--- src/rtl/seq_shift_unit.sv ---
// Multi-cycle barrel-less shifter: shifts a captured word by up to STEP bits per cycle.
// Define SEQ_SHIFT_ROTATE_EN to make mode 11 a rotate-left; otherwise mode 11 acts as LSL.
module seq_shift_unit #(
    parameter int WIDTH = 16,
    parameter int STEP  = 1,
    parameter int AW    = $clog2(WIDTH)
) (
    input  logic             clk,
    input  logic             rst,
    input  logic             start,
    input  logic             abort,
    input  logic [WIDTH-1:0] din,
    input  logic [AW-1:0]    amt,
    input  logic [1:0]       mode,
    input  logic             ser_in,
    output logic             busy,
    output logic             done,
    output logic [WIDTH-1:0] dout,
    output logic             ser_out
);

    typedef enum logic [1:0] {
        IDLE  = 2'b00,
        SHIFT = 2'b01,
        DONE  = 2'b10
    } state_t;

    localparam logic [1:0]       MODE_LSL = 2'b00;
    localparam logic [1:0]       MODE_LSR = 2'b01;
    localparam logic [1:0]       MODE_ASR = 2'b10;
`ifdef SEQ_SHIFT_ROTATE_EN
    localparam logic [1:0]       MODE_ROL = 2'b11;
    localparam logic [AW:0]      WIDTH_A  = (AW+1)'(WIDTH);
`endif
    localparam logic [AW-1:0]    STEP_A   = AW'(STEP);
    localparam logic [AW-1:0]    ONE_A    = AW'(1);
    localparam logic [WIDTH-1:0] ONES     = '1;

    // Handshake: start is sampled only in IDLE (no queueing); done is a
    // one-cycle pulse while in DONE, after which dout holds the result.
    state_t           state, state_d;
    logic [WIDTH-1:0] dout_d;
    logic [AW-1:0]    remaining, remaining_d;
    logic [1:0]       mode_q, mode_d;
    logic             ser_out_d;

    logic [AW-1:0]    step_amt;
    logic [AW-1:0]    msb_idx;
    logic [AW-1:0]    lsb_idx;
    logic [WIDTH-1:0] lsl_res;
    logic [WIDTH-1:0] lsr_res;
    logic [WIDTH-1:0] asr_res;
`ifdef SEQ_SHIFT_ROTATE_EN
    logic [WIDTH-1:0] rol_res;
`endif

    // The final step may be shorter than STEP when the amount is not a multiple.
    always_comb begin
        step_amt = (remaining < STEP_A) ? remaining : STEP_A;
        msb_idx  = AW'(WIDTH - int'(step_amt));
        lsb_idx  = step_amt - ONE_A;
        lsl_res  = (dout << step_amt) | (ser_in ? ~(ONES << step_amt) : '0);
        lsr_res  = (dout >> step_amt) | (ser_in ? ~(ONES >> step_amt) : '0);
        asr_res  = $signed(dout) >>> step_amt;
`ifdef SEQ_SHIFT_ROTATE_EN
        rol_res  = (dout << step_amt) | (dout >> (WIDTH_A - {1'b0, step_amt}));
`endif
    end

    always_comb begin
        state_d     = state;
        dout_d      = dout;
        remaining_d = remaining;
        mode_d      = mode_q;
        ser_out_d   = ser_out;
        busy        = 1'b0;
        done        = 1'b0;
        case (state)
            IDLE: begin
                if (start) begin
                    dout_d      = din;
                    mode_d      = mode;
                    remaining_d = amt;
                    state_d     = (amt == '0) ? DONE : SHIFT;
                end
            end
            SHIFT: begin
                busy = 1'b1;
                if (abort) begin
                    // Abort wins over the pending step so dout keeps its partial value.
                    remaining_d = '0;
                    state_d     = IDLE;
                end else begin
                    case (mode_q)
                        MODE_LSR: begin
                            dout_d    = lsr_res;
                            ser_out_d = dout[lsb_idx];
                        end
                        MODE_ASR: begin
                            dout_d    = asr_res;
                            ser_out_d = dout[lsb_idx];
                        end
`ifdef SEQ_SHIFT_ROTATE_EN
                        MODE_ROL: begin
                            dout_d    = rol_res;
                            ser_out_d = dout[msb_idx];
                        end
`endif
                        default: begin
                            dout_d    = lsl_res;
                            ser_out_d = dout[msb_idx];
                        end
                    endcase
                    remaining_d = remaining - step_amt;
                    if (remaining == step_amt) begin
                        state_d = DONE;
                    end
                end
            end
            DONE: begin
                busy    = 1'b1;
                done    = 1'b1;
                state_d = IDLE;
            end
            default: begin
                state_d = IDLE;
            end
        endcase
    end

    always_ff @(posedge clk or posedge rst) begin
        if (rst) begin
            state     <= IDLE;
            dout      <= '0;
            remaining <= '0;
            mode_q    <= MODE_LSL;
            ser_out   <= 1'b0;
        end else begin
            state     <= state_d;
            dout      <= dout_d;
            remaining <= remaining_d;
            mode_q    <= mode_d;
            ser_out   <= ser_out_d;
        end
    end

endmodule

--- config.mk ---
export PLATFORM = sky130hd
export DESIGN_NAME = seq_shift_unit
export DESIGN_NICKNAME = d
export VERILOG_FILES = /design/src/rtl/seq_shift_unit.sv
export SDC_FILE = /design/constraint.sdc
export NUM_CORES = 1
export LEC_CHECK = 0
export CAP_MARGIN = 20
export CORE_UTILIZATION = 51
export CTS_BUF_LIST = sky130_fd_sc_hd__clkbuf_2
export CTS_CLUSTER_SIZE = 16
export DETAILED_ROUTE_END_ITERATION = 8
export MAX_ROUTING_LAYER = met4
export PLACE_DENSITY_LB_ADDON = 0.1
export SLEW_MARGIN = 20
export SYNTH_ARGS = -nofsm -noshare
export SYNTH_HDL_FRONTEND = slang
export SYNTH_SLANG_ARGS = --single-unit
export TNS_END_PERCENT = 10
--- constraint.sdc ---
create_clock -name clk -period 3.2 [get_ports clk]
set_input_delay 0.8 -clock clk [delete_from_list [all_inputs] [get_ports clk]]
set_output_delay 0.8 -clock clk [all_outputs]
set_load 0.005 [all_outputs]
==> results of run 1 <==
## state kept, by name, summed over array words and instances, names as in the netlist
name       count
dout          16
mode_q         2
remaining      4
ser_out        1
state          2
## cell type report
type                            instances  area share (%)
Multi-Input combinational cell        137            46.5
Sequential cell                        25            27.1
Timing Repair Buffer                   49            20.8
Tap cell                               46            2.49
Inverter                               14            2.28
Clock buffer                            4           0.867
## Yosys cell counts, types with 5 or more instances
cell type / count
a21oi_1: 5
dfrtp_1: 25
ha_1: 11
a22o_1: 12
o2bb2ai_1: 10
nand2_1: 6
clkbuf_1: 8
inv_1: 12
and2_1: 5
a22oi_1: 11
o21ai_0: 19
## worst reg2reg max path, cell delays in order, from the launching register on
cell and delay [ns]:
dfrtp_1 0.51, nor4_4 0.27, buf_4 0.21, ha_1 0.26, ha_1 0.29, mux4_2 0.29, mux2_1 0.31, and3_1 0.18
a211o_1 0.28
## worst max-delay path by stage
stage	startpoint	endpoint	slack (ns)	depth (start not counted)
floorplan	remaining[2]$_DFFE_PP0P_	ser_out$_DFFE_PP0P_	0.71	7
global placement	start	dout[15]$_DFFE_PP0P_	0.62	6
detailed placement	start	dout[15]$_DFFE_PP0P_	0.55	6
CTS	remaining[2]$_DFFE_PP0P_	ser_out$_DFFE_PP0P_	0.53	8
global route	remaining[2]$_DFFE_PP0P_	ser_out$_DFFE_PP0P_	0.43	8
finish	remaining[2]$_DFFE_PP0P_	ser_out$_DFFE_PP0P_	0.54	8
## cell families (layout without fill, tap and decap cells)
kind of cell	count (synthesis)	count (layout)	synth area share, %
AOI/OAI and AO/OA	75	75	30.3
adders and majority gates	11	11	7.74
muxes	12	12	9.92
buffers and inverters	23	67	4.92
and+or+nand+nor	35	35	11.5
DFF	25	25	35.2
other	2	4	0.422
## per-layer routing
layer / vias to the layer above / track usage, % / share of wire [%]
li1: 784 / - / -
met1: 815 / 37.4 / 45
met2: 68 / 46.1 / 49
met3: 4 / 3.78 / 5.5
met4: 0 / 5.84 / 0.48
met5: - / - / 0
## per-stage QoR
step	instances	cell area [sq um]	power (W)
after CTS	275	2310	0.00229
after detailed placement	271	2290	0.00215
final	275	2310	0.00231
after global routing	275	2310	0.00248
after global placement	271	2290	0.00209
after floorplan	185	1790	0.00161
## power by group
group	internal [W]	switching, W	total (W)	leakage (nW)
Clock	0.0000330	0.0000976	0.000131	0.0166
Sequential	0.000466	0.000210	0.000676	0.302
Combinational	0.000759	0.000742	0.00150	0.645
Total	0.00126	0.00105	0.00231	0.963
==> metrics.txt, run 1 <==
status=finished clean; pwr dens=around 1000 mW/mm^2; Routed WL per cell=roughly 17 um; post_cts resized=0; Worst-Margin Slew=around 0.66 ns; slowest CP cell=dfrtp_1; Hold WC Path Type=reg -> reg; RR Startpoint=remaining[2]$_DFFE_PP0P_; vias=approximately 1,700; gr usage total=between 20 and 30%; Critical Path Source Type=register; Tmin final=~2.7 ns; hold slack=0.563 ns; Filler Cells Inserted=284; CTS buffer count=3; synthesized instance count=about 180; DRC viols=0; Total Routed Length=approximately 4800 um; cell chain of the critical path=nor4_4, buf_4, ha_1, ha_1, mux4_2, mux2_1, and3_1, a211o_1; clk root buf=clkbuf_2; flop-to-flop setup slack=between 0.5 and 0.6 ns; worst relative slew slack=between 50% and 60%; CTS Hold Bufs=0; Post-CTS Setup Inserts=0; min-delay src=dout[3]$_DFFE_PP0P_; top_reg_cell synth=dfrtp_1; Final ANT Viol Nets=0; RSZ-0062 raised after global routing=no; Synthesis Warnings=0; H-tree levels=1; first-pass GRT wire length=7490 um; Final Cycle Share=between 80% and 90%; Final WS setup=~0.54 ns; leakage power=roughly 0.96 nW; unique cell type count in the Yosys netlist=43; Max VDD drop=0.717 mV; GPL Wtd Cong=between 0.8 and 0.9; Clock Tree Buf Depth=2; Port Buf Inserts=between 40 and 50; vias in the first global route=1,583; antenna violations before repair=0; total congestion overflow=0; R2R Path End=ser_out$_DFFE_PP0P_; CP Buf/Inv Count=1; Final Core Density=between 60% and 70%; crit end category=register; worst skew pair latency=0.35 ns; share of cells above drive strength 1=10.0%; max-slew violations=0; HPWL after DPL=roughly 3500 um; Clock transition at path regs=between 0.2 and 0.3 ns; Setup Total Neg Slack=0 ns; sequential area share after synthesis=35.2%; Max Cap Violations=0; R2R cell count=8; Clock Skew=around 0.013 ns; Post-synth EDFFs=0; Inserted Diodes=0; WS Path Type=reg -> reg; Hold Path End=dout[3]$_DFFE_PP0P_; hold path depth=1; Req. time, crit path=between 3 and 4 ns; Synth top area share=between 30% and 40%; dpl ws=approximately 0.55 ns; IO Count=46; Vias/cell=slightly above 6; DR iter-0 viols=about 140; Yosys top cell by area=dfrtp_1; worst-path maximum fanout=9; Reg area=approximately 630 sq um; core footprint=roughly 0.0033 sq mm; endpoints failing hold=0; Layout Nets=approximately 270; synthesis-to-finish area growth=29.8%; TritonCTS Sinks=25; Syn Area/Cell=between 9 and 10 sq um; starting density of the core=between 50% and 60%; synth top area cells=dfrtp_1 (35%), ha_1 (7.7%), a22o_1 (5.9%); most frequent cells in the layout=clkdlybuf4s50_1 (45), dfrtp_1 (25), o21ai_0 (19), inv_1 (12), a22o_1 (12); asr flop ratio synth=between 90% and 100%; die area=approximately 0.0037 sq mm; footprint of the multi-input gates=around 0.0011 sq mm; Worst EP arrival=just under 3 ns; CP dominant cell by count=ha_1; Die X=61.1 um; f_max=375 MHz; Crit path largest cell delay=approximately 0.5 ns; CTS tree=yes; commonest non-fill, non-tap cell in the layout=clkdlybuf4s50_1; Netlist Area Pre-Place=roughly 0.0018 sq mm; largest net degree at the start of global routing=26; critical path's top delay family=multiplexers; flops & latches, synth=25; DIE HEIGHT=61.1 um; Pre-antenna DRT Iters=4; Core Rows=21; final setup vio count=0
Note: power is estimated with default switching activity, not from simulation.
==> run 2: changes to the inputs <==
--- a/config.mk
+++ b/config.mk
@@ -6,7 +6,7 @@
 export NUM_CORES = 1
 export LEC_CHECK = 0
 export CAP_MARGIN = 20
-export CORE_UTILIZATION = 51
+export CORE_UTILIZATION = 46
 export CTS_BUF_LIST = sky130_fd_sc_hd__clkbuf_2
 export CTS_CLUSTER_SIZE = 16
 export DETAILED_ROUTE_END_ITERATION = 8
==> constraint.sdc (replaced) <==
create_clock -name clk -period 2.3 [get_ports clk]
set_input_delay 0.575 -clock clk [delete_from_list [all_inputs] [get_ports clk]]
set_output_delay 0.575 -clock clk [all_outputs]
set_load 0.005 [all_outputs]
==> run 2 against run 1 <==
Non-clock buffer count rose by 13. Largest power group unchanged. Cell count rose by 5.5%. Maximum frequency rose by 18%. Register-to-register slack got worse by 0.49 ns. Wire length rose by 1.9%. Die area rose by 10%. First-iteration DRC count fell by 15%. Core utilization fell by 2.9 points.
==> metrics.txt, run 2 (synthesized netlist as in run 1, its figures left out) <==
status=finished clean; GR peak layer=met2; Final Core Density=66.3% (-2.9 points); clk root buf=clkbuf_2; CTS Hold Bufs=0 (unchanged); vias in the first global route=1,651 (+4.3%); Critical Path Source Type=register; H-tree levels=1 (unchanged); met2 Use GR=42.6% (-3.6 points); largest net degree at the start of global routing=26 (unchanged); Seq pwr share=27.5% (-1.8 points); share of cells above drive strength 1=16.9% (+6.9 points); Pint=0.00190 W (+51%); pwr dens=1380 mW/mm^2 (+39%); M1 GR Usage=35.2% (-2.1 points); CTS tree=yes; Clock power frac=5.3% (-0.4 points); GPL Wtd Cong=0.896 (+1.1%); first-pass GRT wire length=8190 um (+9.3%); Comb pwr share=67.2% (+2.1 points); RSZ-0062 raised after global routing=yes; DR iter-0 viols=123 (-15%); Max Cap Violations=0 (unchanged); Crit path largest cell delay=0.47 ns (-0.04 ns); HPWL after DPL=3650 um (+3.0%); Largest register FFs=16 (unchanged); vias=1,717 (+2.8%); WS Path Type=reg -> reg; Routed WL per cell=16.8 um (-3.4%); crit end category=register; worst-path maximum fanout=3 (-6); slowest CP cell=dfrtp_1; Worst EP arrival=2.54 ns (-0.38 ns); antenna violations before repair=0 (unchanged); TritonCTS Sinks=25 (unchanged); Clock transition at path regs=0.25 ns (about the same); R2R cell count=6 (-2); Inserted Diodes=0 (unchanged); Pre-antenna DRT Iters=4 (unchanged); cell chain of the critical path=nor4_4, ha_4, mux4_2, mux2_4, and3_4, a211o_1; synthesis-to-finish area growth=37.4%; Port Buf Inserts=45 (unchanged); commonest non-fill, non-tap cell in the layout=clkdlybuf4s50_1; die area=0.00412 sq mm (+10%); endpoints failing hold=0 (unchanged); Clock Tree Buf Depth=2 (unchanged); Die X=64.2 um (+5.1%); DRC viols=0 (unchanged); Hold WC Path Type=in -> async; Setup Total Neg Slack=0 ns (unchanged); starting density of the core=48.2% (-5.1 points); met3 usage=5.00% (+1.2 points); Reg with most FFs=dout; max-slew violations=0 (unchanged); Max VDD drop=0.910 mV (+27%); gr usage total=26.4% (-1.7 points); Tmin final=2.25 ns (-0.413 ns); Placed Area=0.00238 sq mm (+4.2%); Final Cycle Share=97.9% (+15 points); most frequent cells in the layout=clkdlybuf4s50_1 (45), dfrtp_1 (24), o21ai_0 (19), buf_4 (17); CTS buffer count=3 (unchanged); Clock Skew=0.00724 ns (-0.00561 ns); Net Sw Power=0.00149 W (+42%); core footprint=0.00369 sq mm (+11%); Core Rows=22 (+4.8%); final setup vio count=0 (unchanged); Req. time, crit path=2.59 ns (-0.87 ns); Final ANT Viol Nets=0 (unchanged); Sw Ratio=43.9% (-1.6 points); Filler Cells Inserted=333 (+17%); Total Routed Length=4880 um (+1.9%); leakage power=1.03 nW (+6.7%); f_max=444 MHz (+18%); Vias/cell=5.92 (-2.6%); Final Cell Area=0.00244 sq mm (+5.9%); worst skew pair latency=0.36 ns (about the same); registers with the most flip-flops=dout: 16 flops, remaining: 4 flops; total congestion overflow=0 (unchanged); DIE HEIGHT=64.2 um (+5.1%); IO Count=46 (unchanged); Layout Nets=281 (+4.9%)
==> run 2: changes by cell type in the layout (fill, tap and decap cells not counted) <==
cell / delta
and3_1: -1
and3_4: +1
buf_4: +13
clkbuf_2: -1
clkinv_2: +1
dfrtp_1: -1
dfrtp_2: +1
ha_1: -2
ha_4: +2
mux2_1: -1
mux2_4: +1
==> run 2: per-stage QoR <==
stage                     cells  power [W]  setup slack [ns]  hold WS (ns)
final                       290    0.00338            0.0494         0.521
after global routing        290    0.00367           -0.0360         0.540
after CTS                   290    0.00336           -0.0224         0.526
after detailed placement    285    0.00314           -0.0886         0.499
after global placement      285    0.00306          -0.00657         0.502
after floorplan             185    0.00224             0.491         0.484
==> run 2: per-layer routing <==
metal,vias to the layer above,part of all wire (%)
met5,-,0
met2,58,49
met1,843,45
met3,4,5.0
met4,0,0.59
li1,812,-
==> run 2: power groups by stage <==
stage | registers [W] | clock network [W] | logic [W]
finish | 0.000932 | 0.000180 | 0.00227
global placement | 0.000923 | 0 | 0.00214
CTS | 0.000928 | 0.000185 | 0.00224
floorplan | 0.000867 | 0 | 0.00137
global route | 0.000965 | 0.000205 | 0.00250
detailed placement | 0.000942 | 0 | 0.00219
==> run 2: area by class of cell <==
class | count | area, sq um | area share, %
clock buffer | 3 | 15.0 | 0.614
clock inverter | 1 | 5.00 | 0.205
inverter | 14 | 52.6 | 2.15
multi-input combinational | 137 | 1110 | 45.3
sequential | 25 | 627 | 25.6
tap | 48 | 60.1 | 2.46
timing repair buffer | 62 | 578 | 23.6
==> run 2: critical path: cells and delay by family, from the launching register on <==
family | cells | cell delay, ns
AND/OR/NAND/NOR | 2 | 0.54
multiplexers | 2 | 0.69
adder cells (fa/ha/maj) | 1 | 0.27
AO/OA/AOI/OAI | 1 | 0.22
flip-flops | 1 | 0.47
==> run 2: worst paths after layout <==
kind	startpoint	slack [ns]	endpoint
min	rst	0.52	ser_out$_DFFE_PP0P_
max in group asynchronous	rst	1.52	remaining[2]$_DFFE_PP0P_
max reg2reg	remaining[1]$_DFFE_PP0P_	0.05	ser_out$_DFFE_PP0P_
min reg2reg	ser_out$_DFFE_PP0P_	0.57	ser_out$_DFFE_PP0P_
min in group clk	ser_out$_DFFE_PP0P_	0.57	ser_out$_DFFE_PP0P_
max	remaining[1]$_DFFE_PP0P_	0.05	ser_out$_DFFE_PP0P_
==> run 2: what timing repair did <==
action,in CTS,in global routing
gates resized for setup,3,2
endpoints found under the setup margin,1,1
pin swaps,3,2
setup buffers,1,0
==> run 3: changes to the inputs <==
--- a/config.mk
+++ b/config.mk
@@ -5,13 +5,15 @@
 export SDC_FILE = /design/constraint.sdc
 export NUM_CORES = 1
 export LEC_CHECK = 0
+export ABC_CLOCK_PERIOD_IN_PS = 2300
 export CAP_MARGIN = 20
 export CORE_UTILIZATION = 46
 export CTS_BUF_LIST = sky130_fd_sc_hd__clkbuf_2
 export CTS_CLUSTER_SIZE = 16
 export DETAILED_ROUTE_END_ITERATION = 8
 export MAX_ROUTING_LAYER = met4
-export PLACE_DENSITY_LB_ADDON = 0.1
+export PLACE_DENSITY = 0.85
+export SETUP_SLACK_MARGIN = 0.3
 export SLEW_MARGIN = 20
 export SYNTH_ARGS = -nofsm -noshare
 export SYNTH_HDL_FRONTEND = slang
==> run 3 against run 2 <==
Design area grew 2.6%. Critical path type unchanged. Critical endpoint unchanged. Clock skew grew 0.0024 ns. Global-route usage shrank 0.30 points. Maximum frequency grew 0.81%. Highest routed layer unchanged. Wire length grew 1.8%. Clock power grew 2%. Clock-buffer cell count grew 1. Largest power group unchanged. Sequential share of layout area shrank 0.40 points.
==> metrics.txt, run 3 (synthesized netlist as in run 1, its figures left out) <==
Layout Nets=284 (+1.1%); synthesis-to-finish area growth=41.0%; Final Core Density=68.0% (+1.7 points); Vias/cell=5.99 (+1.1%); f_max=448 MHz (+0.81%); status=finished clean; CTS Hold Bufs=0 (unchanged); vias=1,754 (+2.2%); Routed WL per cell=16.9 um (+0.72%); Max Cap Violations=0 (unchanged); Critical Path Source Type=register; HPWL after DPL=3560 um (-2.3%); Total Routed Length=4970 um (+1.8%); Inserted Diodes=0 (unchanged); antenna violations before repair=0 (unchanged); Crit path largest cell delay=0.46 ns (about the same); vias in the first global route=1,718 (+4.1%); GPL Wtd Cong=0.909 (+1.5%); worst-path maximum fanout=3 (unchanged); most frequent cells in the layout=clkdlybuf4s50_1 (37), o21ai_0 (19), dfrtp_1 (19), buf_4 (18), a22o_1 (12); IO Count=46 (unchanged); pwr dens=1380 mW/mm^2 (-0.19%); Reg with most FFs=dout; Tmin final=2.23 ns (-0.0180 ns); commonest non-fill, non-tap cell in the layout=clkdlybuf4s50_1; H-tree levels=1 (unchanged); final setup vio count=0 (unchanged); Power Total=0.00347 W (+2.4%); Placed Area=0.00240 sq mm (+0.63%); TritonCTS Sinks=25 (unchanged); gr usage total=26.1% (-0.30 points); share of cells above drive strength 1=20.4% (+3.5 points); die area=0.00412 sq mm (unchanged); CTS tree=yes; Final ANT Viol Nets=0 (unchanged); max-slew violations=0 (unchanged); Core Rows=22 (unchanged); hold slack=0.518 ns (-0.00232 ns); core footprint=0.00369 sq mm (unchanged); Die X=64.2 um (unchanged); WS Path Type=reg -> reg; DR iter-0 viols=143 (+16%); worst skew pair latency=0.36 ns (about the same); Max VDD drop=0.849 mV (-6.8%); starting density of the core=48.2% (unchanged); slowest CP cell=dfrtp_1; CTS buffer count=3 (unchanged); Port Buf Inserts=45 (unchanged); endpoints failing hold=0 (unchanged); critical path's top delay family=multiplexers; Hold WC Path Type=in -> async; registers with the most flip-flops=dout: 16 flops, remaining: 4 flops; Clock Skew=0.00967 ns (+0.00243 ns); first-pass GRT wire length=8190 um (unchanged); Req. time, crit path=2.58 ns (about the same); DIE HEIGHT=64.2 um (unchanged); Clock transition at path regs=0.25 ns (about the same); Final Cycle Share=97.1% (-0.78 points); Clock Tree Buf Depth=2 (unchanged); total congestion overflow=0 (unchanged); largest net degree at the start of global routing=26 (unchanged); CP Buf/Inv Count=0 (unchanged); RSZ-0062 raised after global routing=yes; cell chain of the critical path=nor4_4, ha_4, mux4_2, mux2_4, and3_4, a211o_1; DRC viols=0 (unchanged); crit end category=register; Pre-antenna DRT Iters=5 (+1); clk root buf=clkbuf_2; Largest register FFs=16 (unchanged); Final Cell Area=0.00251 sq mm (+2.6%); leakage power=1.11 nW (+7.9%); Worst EP arrival=2.51 ns (-0.03 ns)
run 3: cell types whose count changed in the layout (fill, tap and decap cells not counted), moves of 2 or more:
cell	before	now
clkdlybuf4s50_1	45	37
dfrtp_1	24	19
buf_6	0	2
dlymetal6s2s_1	0	8
dfrtp_2	1	6
run 3: layer usage:
layer	GRT usage (%)	part of all wire (%)
met4	9.17	0.87
met2	39.8	48
met5	-	0
met3	2.14	7.5
met1	36.6	44
run 3: through the flow:
stage / setup slack (ns) / std cells / TNS (ns)
final: 0.0674 / 293 / 0
after global routing: -0.00586 / 293 / -0.00586
after CTS: 0.0302 / 293 / 0
after detailed placement: -0.0332 / 287 / -0.0332
after global placement: 0.0118 / 287 / 0
after floorplan: 0.491 / 185 / 0
run 3: final timing paths:
check	startpoint	endpoint	slack [ns]	depth (start not counted)
max in group asynchronous	rst	remaining[2]$_DFFE_PP0P_	1.53	3
min in group clk	ser_out$_DFFE_PP0P_	ser_out$_DFFE_PP0P_	0.57	1
hold / removal	rst	dout[9]$_DFFE_PP0P_	0.52	3
setup reg to reg	remaining[1]$_DFFE_PP0P_	ser_out$_DFFE_PP0P_	0.07	6
hold reg to reg	ser_out$_DFFE_PP0P_	ser_out$_DFFE_PP0P_	0.57	1
setup / recovery	remaining[1]$_DFFE_PP0P_	ser_out$_DFFE_PP0P_	0.07	6
run 3: timing repair:
| item | 4_1_cts | 5_1_grt |
|---|---|---|
| pin swaps | 4 | 2 |
| setup endpoints to repair | 9 | 15 |
| gates cloned | 0 | 0 |
| setup buffers | 2 | 0 |
| gates resized for setup | 5 | 17 |
run 3: worst reg2reg max path: stages (launching register included):
cell and delay [ns]:
dfrtp_1 0.46, nor4_4 0.35, ha_4 0.27, mux4_2 0.42, mux2_4 0.28, and3_4 0.16, a211o_1 0.21
run 3: power breakdown:
part / total [W] / switching [W] / internal, W
clock network: 0.000184 / 0.000138 / 0.0000459
registers: 0.000918 / 0.000259 / 0.000659
logic: 0.00236 / 0.00113 / 0.00124
total: 0.00347 / 0.00152 / 0.00194
run 3: cell type report:
type                       instances  area (sq um)
clock buffer                       4          20.0
sequential                        25           633
multi-input combinational        137          1110
fill                             299          1180
inverter                          14          52.6
tap                               48          60.1
timing repair buffer              65           628
